### config.mk
export PLATFORM = sky130hd
export DESIGN_NAME = uart_tx_arbiter
export DESIGN_NICKNAME = d
export VERILOG_FILES = /design/src/rtl/uart_tx_arbiter.sv
export SDC_FILE = /design/constraint.sdc
export NUM_CORES = 1
export LEC_CHECK = 0
export BUFFER_PORTS_ARGS = -buffer_cell sky130_fd_sc_hd__clkbuf_2
export CORE_AREA = 2 2 39 41
export DETAILED_ROUTE_END_ITERATION = 7
export DIE_AREA = 0 0 41 43
export PLACE_DENSITY = 0.72
export SLEW_MARGIN = 5
export SYNTH_ARGS = -nofsm -noshare
export SYNTH_HDL_FRONTEND = slang
export SYNTH_HIERARCHICAL = 1
export SYNTH_SLANG_ARGS = --single-unit
### constraint.sdc
create_clock -name clk -period 2.5 [get_ports clk]
set_clock_uncertainty 0.2 [all_clocks]
set_input_delay 0.5 -clock clk [delete_from_list [all_inputs] [get_ports clk]]
set_output_delay 0.5 -clock clk [all_outputs]
set_load 0.01 [all_outputs]
### src/rtl/uart_tx_arbiter.sv
// Round-robin arbiter sharing one UART TX between NUM_REQ byte sources, bounded bursts.
// Optional per-requester byte counters under `UART_TX_ARB_STATS_EN (adds stat_clr/stat_bytes).

`ifdef UART_TX_ARB_STATS_EN
module uart_tx_arb_stat_cnt (
  input  logic        clk,
  input  logic        rst_n,
  input  logic        clr,
  input  logic        inc,
  output logic [15:0] cnt_o
);
  logic [15:0] cnt_q;

  always_ff @(posedge clk or negedge rst_n) begin
    if (!rst_n)                          cnt_q <= '0;
    else if (clr)                        cnt_q <= '0;
    else if (inc && cnt_q != 16'hFFFF)   cnt_q <= cnt_q + 16'd1;
  end

  assign cnt_o = cnt_q;
endmodule
`endif

module uart_tx_arbiter #(
  parameter  int NUM_REQ   = 2,
  parameter  int DATA_W    = 8,
  parameter  int BURST_MAX = 4,
  localparam int GW        = (NUM_REQ > 1) ? $clog2(NUM_REQ) : 1,
  localparam int CW        = $clog2(BURST_MAX + 1)
) (
  input  logic                      clk,
  input  logic                      rst_n,
  input  logic                      en,
  input  logic [NUM_REQ-1:0]        req_valid,
  input  logic [NUM_REQ*DATA_W-1:0] req_data,
  output logic [NUM_REQ-1:0]        req_ready,
  output logic [DATA_W-1:0]         tx_data,
  output logic                      tx_valid,
  input  logic                      tx_ready,
  output logic                      busy,
  output logic [GW-1:0]             grant_id
`ifdef UART_TX_ARB_STATS_EN
  ,
  input  logic                      stat_clr,
  output logic [NUM_REQ*16-1:0]     stat_bytes
`endif
);
  typedef enum logic {IDLE, GRANT} state_e;

  state_e          state_q, state_d;
  logic [GW-1:0]   g_q, g_d, ptr_q, ptr_d;
  logic [CW-1:0]   cnt_q, cnt_d;
  logic [GW-1:0]   sel, idx, g_nxt;
  logic            found, g_vld, xfer;

  assign g_vld = req_valid[g_q];
  assign xfer  = (state_q == GRANT) && g_vld && tx_ready;
  assign g_nxt = (g_q == GW'(NUM_REQ - 1)) ? '0 : g_q + 1'b1;

  // First valid requester scanning upward from ptr, wrapping at NUM_REQ-1.
  always_comb begin
    sel   = ptr_q;
    idx   = ptr_q;
    found = 1'b0;
    for (int k = 0; k < NUM_REQ; k++) begin
      if (!found && req_valid[idx]) begin
        sel   = idx;
        found = 1'b1;
      end
      idx = (idx == GW'(NUM_REQ - 1)) ? '0 : idx + 1'b1;
    end
  end

  always_ff @(posedge clk or negedge rst_n) begin
    if (!rst_n) begin
      state_q <= IDLE;
      g_q     <= '0;
      ptr_q   <= '0;
      cnt_q   <= '0;
    end else begin
      state_q <= state_d;
      g_q     <= g_d;
      ptr_q   <= ptr_d;
      cnt_q   <= cnt_d;
    end
  end

  always_comb begin
    state_d   = state_q;
    g_d       = g_q;
    ptr_d     = ptr_q;
    cnt_d     = cnt_q;
    busy      = 1'b0;
    tx_valid  = 1'b0;
    tx_data   = '0;
    req_ready = '0;
    case (state_q)
      IDLE: begin
        if (en && |req_valid) begin
          g_d     = sel;
          cnt_d   = '0;
          state_d = GRANT;
        end
      end
      GRANT: begin
        busy     = 1'b1;
        tx_valid = g_vld;
        tx_data  = req_data[g_q*DATA_W +: DATA_W];
        if (xfer) begin
          req_ready[g_q] = 1'b1;
          cnt_d          = cnt_q + 1'b1;
        end
        // A dropped valid means the requester finished its message.
        if (!g_vld || (xfer && cnt_q == CW'(BURST_MAX - 1))) begin
          state_d = IDLE;
          ptr_d   = g_nxt;
        end
      end
      default: state_d = IDLE;
    endcase
  end

  assign grant_id = g_q;

`ifdef UART_TX_ARB_STATS_EN
  for (genvar i = 0; i < NUM_REQ; i++) begin : g_stat
    uart_tx_arb_stat_cnt u_cnt (
      .clk   (clk),
      .rst_n (rst_n),
      .clr   (stat_clr),
      .inc   (req_ready[i]),
      .cnt_o (stat_bytes[i*16 +: 16])
    );
  end
`endif
endmodule

# Word level (Yosys, flattened, before mapping)
# Cells that the tools add are included.
# Widths: inputs -> output; s select.
# word_totals
register_bits,6
input_bits,22
output_inout_bits,13
word_cells,52
# classes
addsub,3
order_cmp,4
eq_ne,3
shifts,1
muxes,23
n_bitwise,1
reduce_logical,13
# ops
op,n
$shiftx 16x5->8,1
$mux 1,15
$mux 8,1
$logic_and 1x1->1,6
$lt 1x2->1 const B,3
$mux 3,2
$pmux 3 s2,1
$reduce_and 2->1,3
$mux 2,2
$add 3x1->3 const B,1
$eq 3x2->1 const B,1
$add 1x1->1 const B,2
$logic_not 1->1,2
$ne 2x1->1 const B,1
$ne 2x2->1 const B,1
$pmux 1 s2,1
$reduce_or 2->1,1
$demux 1 s1,1
$ge 1x1->1 const B,1
$logic_or 1x1->1,1
$not 1->1,1

# Logic depth before layout (Yosys ltp)
# Gate-level depths: netlist of the first run.
# depth
ltp_word,8
depth_mapped,5
depth_no_buf,5

# Least setup slack after synthesis of the first run
# Ideal clock, no wire load.
# synth_timing
path_kind,input -> output
startpoint,in req_valid[0]
endpoint,out req_ready[0]
t_arrival_ps,1219
slack_ps,581
path_stages,4
path_buffers,1
cell_sequence,mux2_4 > and3_4 > buf_6 > and2_1
# synth_between
elab_chain_cells,6
# synth_rtl
element,line_no,source
from (decl),34,"input logic [NUM_REQ-1:0] req_valid,"
$mux 1 (not written as such) (2 in series),56,assign g_vld = req_valid[g_q];
$logic_and 1x1->1 (2 in series),57,assign xfer = (state_q == GRANT) && g_vld && tx_ready;
$mux 2,109,if (xfer) begin
$mux 2,97,case (state_q)
to (decl),36,"output logic [NUM_REQ-1:0] req_ready,"
# Every way passes these cells. The select of a mux whose other input is x is not followed.

# Worst setup path after layout of the first run
# layout_timing
startpoint,"reg g_q, in the netlist grant_id"
endpoint,out req_ready[0]
# layout_between
elab_chain_cells,6
# layout_rtl
element,line_no,source
from (decl),51,"logic [GW-1:0] g_q, g_d, ptr_q, ptr_d;"
from (signal assigned),82,g_q <= g_d;
$lt 1x2->1 (not written as such) (tied with other cells),110,req_ready[g_q] = 1'b1;
$logic_and 1x1->1 (not written as such) or $mux 1 (tied branches),"110, 56",
$mux 1 (not written as such) or $logic_and 1x1->1 (tied branches),"110, 57",
$demux 1 s1 or $logic_and 1x1->1 (tied branches),"110, 57",
$mux 2 (*),109,
$mux 2 (*),97,
# Every way passes the cells marked *; elsewhere a longest branch is shown, timed or not. The select of a mux whose other input is x is not followed.

==> results of run 1 <==
stage by stage:
| step | instances | power (mW) | setup WS, ps | hold slack (ps) |
|---|---|---|---|---|
| after floorplan | 53 | 0.419 | 581 | 4.41 |
| after global placement | 101 | 0.525 | 443 | 137 |
| after detailed placement | 101 | 0.533 | 428 | 138 |
| after CTS | 105 | 0.630 | 356 | 270 |
| after global routing | 105 | 0.679 | 329 | 289 |
| final | 105 | 0.622 | 357 | 273 |
power groups by stage:
stage / Combinational [mW] / Sequential, mW / Clock [mW]
3_5_place_dp: 0.363 / 0.170 / 0
4_1_cts: 0.365 / 0.169 / 0.0959
6_report: 0.359 / 0.169 / 0.0940
3_3_place_gp: 0.356 / 0.169 / 0
2_1_floorplan: 0.245 / 0.174 / 0
5_1_grt: 0.405 / 0.173 / 0.101
registers in the layout, summed over array words and instances (netlist names):
register / flops
ptr_q: 1
grant_id: 1
cnt_q: 3
state_q: 1
synthesized netlist by cell type:
library cell and number:
and2_1 3, ha_1 2, nand3_1 2, a211o_1 1, nand2b_1 1, o21ai_1 1
nor2_1 9, a21oi_1 2, mux2i_1 11, buf_6 1, buf_2 1, mux2_4 1
o21ai_0 3, inv_1 4, dfrtp_1 6, clkbuf_1 1, nand2_1 1, o2bb2ai_1 1
and3_4 1, a31oi_1 1
cell type report:
class                      count  area share
clock buffer                   3      0.0330
inverter                       4      0.0220
multi-input combinational     40       0.421
sequential                     6       0.220
tap                           16      0.0293
timing repair buffer          36       0.275
timing repair:
action,in CTS,in global routing
hold buffers,1,0
setup endpoints to repair,0,0
hold endpoints to repair,6,0
worst max-delay path, delay by kind of cell, from the launching register on:
family	cells	cell delay, ps
DFF	1	390
muxes	1	310
buffers and inverters	1	120
and+or+nand+nor	2	370
cells by family (layout without fill, tap and decap cells):
| family | Yosys count | in the layout |
|---|---|---|
| buffers and inverters | 7 | 43 |
| flip-flops | 6 | 6 |
| adder cells (fa/ha/maj) | 2 | 2 |
| AO/OA/AOI/OAI | 9 | 9 |
| AND/OR/NAND/NOR | 17 | 17 |
| multiplexers | 12 | 12 |
how the worst max path moves through the flow:
stage                               from      endpoint  slack [ps]
detailed placement          req_valid[1]  req_ready[0]         430
floorplan                   req_valid[0]  req_ready[0]         580
finish              grant_id$_DFFE_PN0P_  req_ready[0]         360
global placement            req_valid[0]  req_ready[0]         440
CTS                 grant_id$_DFFE_PN0P_  req_ready[0]         360
global route        grant_id$_DFFE_PN0P_  req_ready[0]         330
metal layers:
layer	vias up	GRT usage	wire length (um)
met1	217	0.164	448
met3	3	0.0314	121
met2	34	0.197	442
met5	-	0	0
li1	255	-	-
met4	0	0.0867	21
==> out/results.tsv, run 1 <==
stage	metric	value	unit
global_routing	grt_pass1_wl	1.62	mm
timing	slew_headroom	0.804	
layout	antenna_cells	0	
setup_path	r2r_end	ptr_q$_DFFE_PN0P_	
clocking	clockBufferDepth	2	
timing	fmax	0.467	GHz
synthesis	synth_top_area_cell	dfrtp_1	
hold_path	whs_path_depth	2	
floorplan	rows	14	
run_status	status	completed	
power	intPower	0.364	mW
placed_design	port_buffers	34	
layout	mostFrequentLayoutCells	clkbuf_2, mux2i_1, nor2_1	
clocking	clk_pin_slew	50	ps
synthesis	yosys_warnings	6	
synthesis	synthSimpleGateAreaFrac	0.177	
timing	fin_setup_tns	0	ps
hold_path	hold_end	grant_id$_DFFE_PN0P_	
hold_path	hold_start	req_valid[0]	
global_routing	grt_pass1_vias	455	
setup_path	crit_path_end_kind	primary output	
floorplan	die_w	41	um
routing	postRouteAntennaNets	0	
synthesis	synth_compound_area_frac	0.114	
routing	drt-initial-drc-count	5	
timing	finalMaxSlewViolations	0	
placed_design	hpwl	866	um
clocking	post_cts_resized	0	
layout	ff_latch_area	150	um2
layout	multiInputGateArea	288	um2
power	sw_frac_of_total	0.414	
synthesis	synth_top_family_by_area	multiplexers	
routing	routed_wl	1.03	mm
floorplan	io_pins	35	
synthesis	netlist_instances	53	
global_routing	antenna_found_initial	0	
floorplan	core-area	1380	um2
routing	drtPass1Iterations	4	
setup_path	critPathMaxStageDelay	390	ps
synthesis	synth.mux.area_fraction	0.265	
layout	drive_gt1_frac	0.449	
timing	min_period	2140	ps
power	clkPwrFrac	0.151	
synthesis	synth.yosys.seq_area_share	0.317	
global_routing	grtUsageTotal	0.133	
layout	fin_area	683	um2
power	ir_drop	0.405	mV
layout	nets	115	
synthesis	synthAdderAreaFrac	0.0529	
placed_design	finalWeightedCongestion	0.819	
clocking	cts-root-buf	clkbuf_4	
timing	finalSetupViolCount	0	
placed_design	placed_area	651	um2
timing	rsz0062_at_grt	no	
layout	fill_cells	131	
synthesis	syn_nets	77	
floorplan	dieArea	1760	um2
timing	hold_viol	0	
floorplan	initial_core_util	0.342	
clocking	cts_buffers	3	
power	seqPwrFrac	0.272	
clocking	post-cts-setup-buffers	0	
floorplan	die_height	43	um
setup_path	cp_cell_sequence	mux2_4 > and3_4 > and2_1 > clkbuf_2	
power	pwr-share-comb	0.577	
synthesis	ys_ff_latch	6	
global_routing	grt.overflow.total	0	
clocking	cts_sinks	6	
layout	syn_to_final_growth	44.4	%
synthesis	synth_xor_area_frac	0	
routing	avgRoutedWirePerCell	9.84	um
global_routing	grt_max_degree	14	
hold_path	hp-class	in -> reg	
setup_path	cp_max_fo	5	
timing	period_share	0.857	
clocking	cts_tree	done	
synthesis	ys_top_cells_by_area	dfrtp_1, mux2i_1, nor2_1, ha_1, and2_1	
synthesis	synth_top_area_share	0.317	
power	power_density	910	nW/um2
power	p_sw	0.258	mW
timing	worst_pin_slew	294	ps
layout	final_common_cell	clkbuf_2	
layout	fin_util	0.494	
setup_path	timing.rr.start	cnt_q[0]$_DFFE_PN0P_	
setup_path	crit_type	reg -> out	
routing	vias	509	
synthesis	synth.distinct_cells	20	
setup_path	crit_path_start_kind	flip-flop	
setup_path	reg2reg_depth	5	
setup_path	arrival	1440	ps
power	leakage	0.392	nW
synthesis	syn-mean-instance-area	8.92	um2
setup_path	r2r_setup_slack	1110	ps
routing	viasPerCell	4.85	
synthesis	syn_area	473	um2
setup_path	cp_slowest_cell	dfrtp_1	
run	drv_cap	0	
setup_path	cp_data_required_time	1800	ps
clocking	clock_latency	250	ps
routing	drc	0	
clocking	htree_levels	1	
No activity file was read; power rests on OpenSTA's default activity.
==> run 2: changes to the inputs <==
- ABC_AREA: unset -> 1
- CTS_BUF_LIST: unset -> sky130_fd_sc_hd__clkbuf_2 sky130_fd_sc_hd__clkbuf_4 sky130_fd_sc_hd__clkbuf_8
- PLACE_DENSITY: 0.72 -> 0.71
==> out/results.tsv, run 2 <==
stage	metric	value	unit	change
run	drv_cap	0		unchanged
routing	drc	0		unchanged
floorplan	core-area	1380	um2	unchanged
global_routing	antenna_found_initial	0		unchanged
clocking	htree_levels	1		unchanged
setup_path	r2r_end	ptr_q$_DFFE_PN0P_		unchanged
clocking	post-cts-setup-buffers	0		unchanged
synthesis	ys_ff_latch	6		unchanged
clocking	clock_latency	240	ps	was 250 ps
power	leakage	0.402	nW	was 0.392 nW
synthesis	syn-mean-instance-area	6.71	um2	was 8.92 um2
synthesis	synth_top_area_cell	dfrtp_1		unchanged
synthesis	synth_top_area_share	0.324		was 0.317
routing	routed_wl	1.13	mm	was 1.03 mm
synthesis	netlist_instances	69		was 53
layout	multiInputGateArea	273	um2	was 288 um2
timing	hold_viol	0		unchanged
layout	largest_register_ff_count	3		unchanged
layout	final_common_cell	clkbuf_2		unchanged
setup_path	crit_path_start_kind	flip-flop		unchanged
setup_path	reg2reg_depth	7		was 5
power	ir_drop	0.451	mV	was 0.405 mV
global_routing	grt_max_degree	15		was 14
routing	postRouteAntennaNets	0		unchanged
power	intPower	0.323	mW	was 0.364 mW
global_routing	grt.overflow.total	0		unchanged
timing	finalMaxSlewViolations	0		unchanged
layout	nets	131		was 115
clocking	cts_tree	done		unchanged
timing	fin_setup_tns	0	ps	unchanged
setup_path	crit_type	reg -> out		unchanged
synthesis	post-synth-top-count-cell	nor2_1		was mux2i_1
layout	drive_gt1_frac	0.390		was 0.449
setup_path	arrival	1470	ps	was 1440 ps
setup_path	cp_max_fo	12		was 5
synthesis	synth_edf_count	0		unchanged
setup_path	r2r_setup_slack	1050	ps	was 1110 ps
layout	top_register	cnt_q		unchanged
routing	vias	561		was 509
floorplan	io_pins	35		unchanged
clocking	clockBufferDepth	2		unchanged
power	power.total	0.610	mW	was 0.622 mW
synthesis	synth.distinct_cells	14		was 20
power	sw_frac_of_total	0.471		was 0.414
synthesis	syn_area	463	um2	was 473 um2
power	p_sw	0.287	mW	was 0.258 mW
placed_design	placed_area	643	um2	was 651 um2
layout	fill_cells	141		was 131
hold_path	hold_end	ptr_q$_DFFE_PN0P_		was grant_id$_DFFE_PN0P_
clocking	hold_buffers	1		unchanged
timing	rsz0062_at_grt	no		unchanged
layout	antenna_cells	0		unchanged
timing	period_share	0.866		was 0.857
layout	syn_to_final_growth	45.9	%	was 44.4%
timing	slew_headroom	0.746		was 0.804
layout	fin_area	676	um2	was 683 um2
power	power_density	904	nW/um2	was 910 nW/um2
setup_path	timing.rr.start	grant_id$_DFFE_PN0P_		was cnt_q[0]$_DFFE_PN0P_
run_status	status	completed		unchanged
power	pwr-share-comb	0.546		was 0.577
layout	fin_util	0.488		was 0.494
clocking	cts_buffers	3		unchanged
timing	worst_pin_slew	381	ps	was 294 ps
timing	min_period	2170	ps	was 2140 ps
placed_design	port_buffers	34		unchanged
global_routing	grtUsageTotal	0.130		was 0.133
setup_path	crit_path_end_kind	primary output		unchanged
synthesis	syn_nets	93		was 77
routing	drt-initial-drc-count	14		was 5
floorplan	die_w	41	um	unchanged
clocking	cts-root-buf	clkbuf_4		unchanged
placed_design	finalWeightedCongestion	0.739		was 0.819
synthesis	async_flop_share	1.00		unchanged
hold_path	hold_start	ptr_q$_DFFE_PN0P_		was req_valid[0]
hold_path	hp-class	reg -> reg		was in -> reg
placed_design	hpwl	965	um	was 866 um
routing	avgRoutedWirePerCell	9.30	um	was 9.84 um
synthesis	synth.yosys.seq_area_share	0.324		was 0.317
floorplan	rows	14		unchanged
placed_design	dp.cells	117		was 101
layout	ff_latch_area	150	um2	unchanged
synthesis	yosys_warnings	6		unchanged
clocking	clk_pin_slew	40	ps	was 50 ps
timing	fmax	0.462	GHz	was 0.467 GHz
synthesis	ys_top_cells_by_area	dfrtp_1, nor2_1, nand2_1, nand3_1, o21ai_0		was dfrtp_1, mux2i_1, nor2_1, ha_1, and2_1
clocking	post_cts_resized	0		unchanged
floorplan	dieArea	1760	um2	unchanged
power	seqPwrFrac	0.313		was 0.272
floorplan	die_height	43	um	unchanged
routing	drtPass1Iterations	4		unchanged
layout	mostFrequentLayoutCells	clkbuf_2, nor2_1, nand2_1		was clkbuf_2, mux2i_1, nor2_1
layout	final_cell_count_no_fill	121		was 105
synthesis	synth_commonest_cells	nor2_1, nand2_1, nand3_1, o21ai_0		was mux2i_1, nor2_1, dfrtp_1
timing	finalSetupViolCount	0		unchanged
power	clkPwrFrac	0.141		was 0.151
setup_path	cp_data_required_time	1800	ps	about the same
hold_path	whs_path_depth	2		unchanged
synthesis	ys.flop_type	dfrtp_1		unchanged
clocking	cts_sinks	6		unchanged
global_routing	grt_pass1_vias	411		was 455
routing	viasPerCell	4.64		was 4.85
global_routing	grt_pass1_wl	1.56	mm	was 1.62 mm
floorplan	initial_core_util	0.335		was 0.342
run 2: cell type report:
class	count	area share
Tap cell	16	0.0296
Multi-Input combinational cell	54	0.404
Inverter	6	0.0333
Clock buffer	3	0.0333
Sequential cell	6	0.222
Timing Repair Buffer	36	0.278
run 2: power by group through the flow:
stage          clock (mW)  sequential, mW  combinational [mW]
6_report           0.0859           0.191               0.334
5_1_grt            0.0967           0.196               0.383
4_1_cts            0.0912           0.190               0.338
3_5_place_dp            0           0.193               0.336
3_3_place_gp            0           0.193               0.329
2_1_floorplan           0           0.163               0.245
run 2: cell families after synthesis:
| logic type | Yosys count | synth area share |
|---|---|---|
| adder cells (fa/ha/maj) | 2 | 0.0540 |
| flip-flops | 6 | 0.324 |
| buffers and inverters | 9 | 0.0865 |
| AO/OA/AOI/OAI | 12 | 0.159 |
| AND/OR/NAND/NOR | 40 | 0.376 |
run 2: metrics by stage:
stage          setup WS [ps]  hold slack [ps]
2_1_floorplan            824             4.41
3_3_place_gp             638              131
3_5_place_dp             576              131
4_1_cts                  318              270
5_1_grt                  208              296
6_report                 335              276
run 2: routing by layer:
layer | global-route usage | part of all wire | vias to the layer above
met1 | 0.153 | 0.42 | 231
li1 | - | - | 296
met2 | 0.209 | 0.46 | 32
met4 | 0.0800 | 0.013 | 0
met5 | 0 | 0 | -
met3 | 0.0157 | 0.10 | 2
run 2: how the worst max path moves through the flow:
stage               slack, ps                 start      endpoint  cells past startpoint
floorplan                 820  grant_id$_DFFE_PN0P_  req_ready[0]                      5
global route              210  grant_id$_DFFE_PN0P_  req_ready[0]                      6
global placement          640  grant_id$_DFFE_PN0P_  req_ready[0]                      6
finish                    330  grant_id$_DFFE_PN0P_  req_ready[0]                      6
detailed placement        580  grant_id$_DFFE_PN0P_  req_ready[0]                      6
CTS                       320  grant_id$_DFFE_PN0P_  req_ready[0]                      6
run 2: critical path: stages (launching register included):
cell and delay (ps):
dfrtp_1 490, inv_1 120, nand2_1 110, nand2_1 110, nand3_2 120, nor2_1 140
clkbuf_2 140
==> run 3: changes to the inputs <==
- PLACE_DENSITY: 0.71 -> 0.75
==> out/results.tsv, run 3 (synthesis gave the netlist of run 2 again) <==
stage	metric	value	unit	change
timing	fin_setup_tns	0	ps	unchanged
layout	largest_register_ff_count	3		unchanged
setup_path	crit_type	reg -> out		unchanged
global_routing	grtUsageMet2	0.197		was 0.209
routing	viasPerCell	4.64		about the same
clocking	cts_sinks	6		unchanged
global_routing	grt_pass1_vias	419		was 411
power	power_density	897	nW/um2	was 904 nW/um2
floorplan	core-area	1380	um2	unchanged
floorplan	initial_core_util	0.335		unchanged
setup_path	reg2reg_depth	7		unchanged
setup_path	crit_path_start_kind	flip-flop		unchanged
global_routing	grt.busiest_layer	met2		unchanged
setup_path	cp_max_fo	12		unchanged
global_routing	grtUsageTotal	0.126		was 0.130
setup_path	r2r_setup_slack	1070	ps	was 1050 ps
placed_design	pre_cts_ws	631	ps	was 576 ps
layout	antenna_cells	0		unchanged
global_routing	use_met3	0.0314		was 0.0157
timing	hold_viol	0		unchanged
routing	vias	562		was 561
clocking	cts_tree	done		unchanged
timing	min_period	2110	ps	was 2170 ps
timing	worst_pin_slew	351	ps	was 381 ps
setup_path	cp-endpoint	req_ready[0]		unchanged
placed_design	hpwl	916	um	was 965 um
global_routing	grt_use_met1	0.143		was 0.153
clocking	clk_pin_slew	50	ps	was 40 ps
floorplan	die_height	43	um	unchanged
routing	postRouteAntennaNets	0		unchanged
layout	drive_gt1_frac	0.390		unchanged
global_routing	grt_max_degree	15		unchanged
timing	period_share	0.843		was 0.866
clocking	htree_levels	1		unchanged
timing	rsz0062_at_grt	no		unchanged
global_routing	grt.overflow.total	0		unchanged
routing	drc	0		unchanged
power	ir_drop	0.414	mV	was 0.451 mV
run_status	status	completed		unchanged
placed_design	placed_area	643	um2	unchanged
placed_design	port_buffers	34		unchanged
clocking	cts-root-buf	clkbuf_4		unchanged
power	leakage	0.402	nW	unchanged
floorplan	io_pins	35		unchanged
timing	slew_headroom	0.766		was 0.746
routing	drtPass1Iterations	4		unchanged
layout	ff_latch_area	150	um2	unchanged
routing	routed_wl	1.04	mm	was 1.13 mm
setup_path	timing.rr.start	grant_id$_DFFE_PN0P_		unchanged
layout	mostFrequentLayoutCells	clkbuf_2, nor2_1, nand2_1		unchanged
layout	multiInputGateArea	273	um2	unchanged
floorplan	rows	14		unchanged
placed_design	finalWeightedCongestion	0.739		about the same
setup_path	crit_path_end_kind	primary output		unchanged
layout	syn_to_final_growth	45.9	%	unchanged
floorplan	dieArea	1760	um2	unchanged
layout	final_common_cell	clkbuf_2		unchanged
layout	fill_cells	145		was 141
hold_path	hp-class	reg -> reg		unchanged
timing	layout_setup_ws	393	ps	was 335 ps
layout	nets	131		unchanged
setup_path	arrival	1410	ps	was 1470 ps
setup_path	r2r_end	ptr_q$_DFFE_PN0P_		unchanged
floorplan	die_w	41	um	unchanged
clocking	post-cts-setup-buffers	0		unchanged
setup_path	cp_data_required_time	1800	ps	about the same
timing	fmax	0.475	GHz	was 0.462 GHz
layout	top_register	cnt_q		unchanged
run	drv_cap	0		unchanged
layout	fin_area	676	um2	unchanged
routing	drt-initial-drc-count	6		was 14
global_routing	grt_pass1_wl	1.51	mm	was 1.56 mm
clocking	cts_buffers	3		unchanged
clocking	clock_latency	240	ps	about the same
setup_path	critPathLaunch	grant_id$_DFFE_PN0P_		unchanged
routing	avgRoutedWirePerCell	8.62	um	was 9.30 um
timing	finalMaxSlewViolations	0		unchanged
timing	finalSetupViolCount	0		unchanged
global_routing	antenna_found_initial	0		unchanged
clocking	clockBufferDepth	2		unchanged
## run 3: how the worst min path moves through the flow
| stage | startpoint | endpoint | cells past startpoint |
|---|---|---|---|
| final | ptr_q$_DFFE_PN0P_ | ptr_q$_DFFE_PN0P_ | 2 |
| after global placement | rst_n | state_q$_DFF_PN0_ | 1 |
| after global routing | ptr_q$_DFFE_PN0P_ | ptr_q$_DFFE_PN0P_ | 2 |
| after floorplan | rst_n | cnt_q[0]$_DFFE_PN0P_ | 0 |
| after detailed placement | rst_n | ptr_q$_DFFE_PN0P_ | 1 |
| after CTS | ptr_q$_DFFE_PN0P_ | ptr_q$_DFFE_PN0P_ | 2 |
## run 3: final cells by class
type / instances / share of cell area
multi-input combinational: 54 / 0.404
tap: 16 / 0.0296
timing repair buffer: 36 / 0.278
sequential: 6 / 0.222
clock buffer: 3 / 0.0333
inverter: 6 / 0.0333
## run 3: power breakdown
part / switching (mW) / total, mW / internal, mW
Sequential: 0.0575 / 0.189 / 0.132
Clock: 0.0344 / 0.0886 / 0.0543
Combinational: 0.191 / 0.328 / 0.137
Total: 0.283 / 0.606 / 0.323
## run 3: critical path, stage by stage, from the launching register on
cell and delay (ps):
dfrtp_1 490, inv_1 120, nand2_1 100, nand2_1 100, nand3_2 100, nor2_1 110, clkbuf_2 140
## run 3: through the flow
stage                util  hold slack, ps  instances  power, mW
finish              0.488             277        121      0.606
global route        0.488             326        121      0.679
CTS                 0.488             281        121      0.616
detailed placement  0.465             132        117      0.523
global placement    0.465             132        117      0.522
floorplan               -            4.41         69      0.409
## run 3: repair_timing
action	4_1_cts	5_1_grt
gates resized for setup	0	0
hold endpoints to repair	6	0
hold buffers	1	0
endpoints found under the setup margin	0	0
## run 3: layer usage
metal,up-vias,wire length (um)
li1,295,-
met1,237,473
met2,30,444
met3,0,125
met4,0,0
met5,-,0
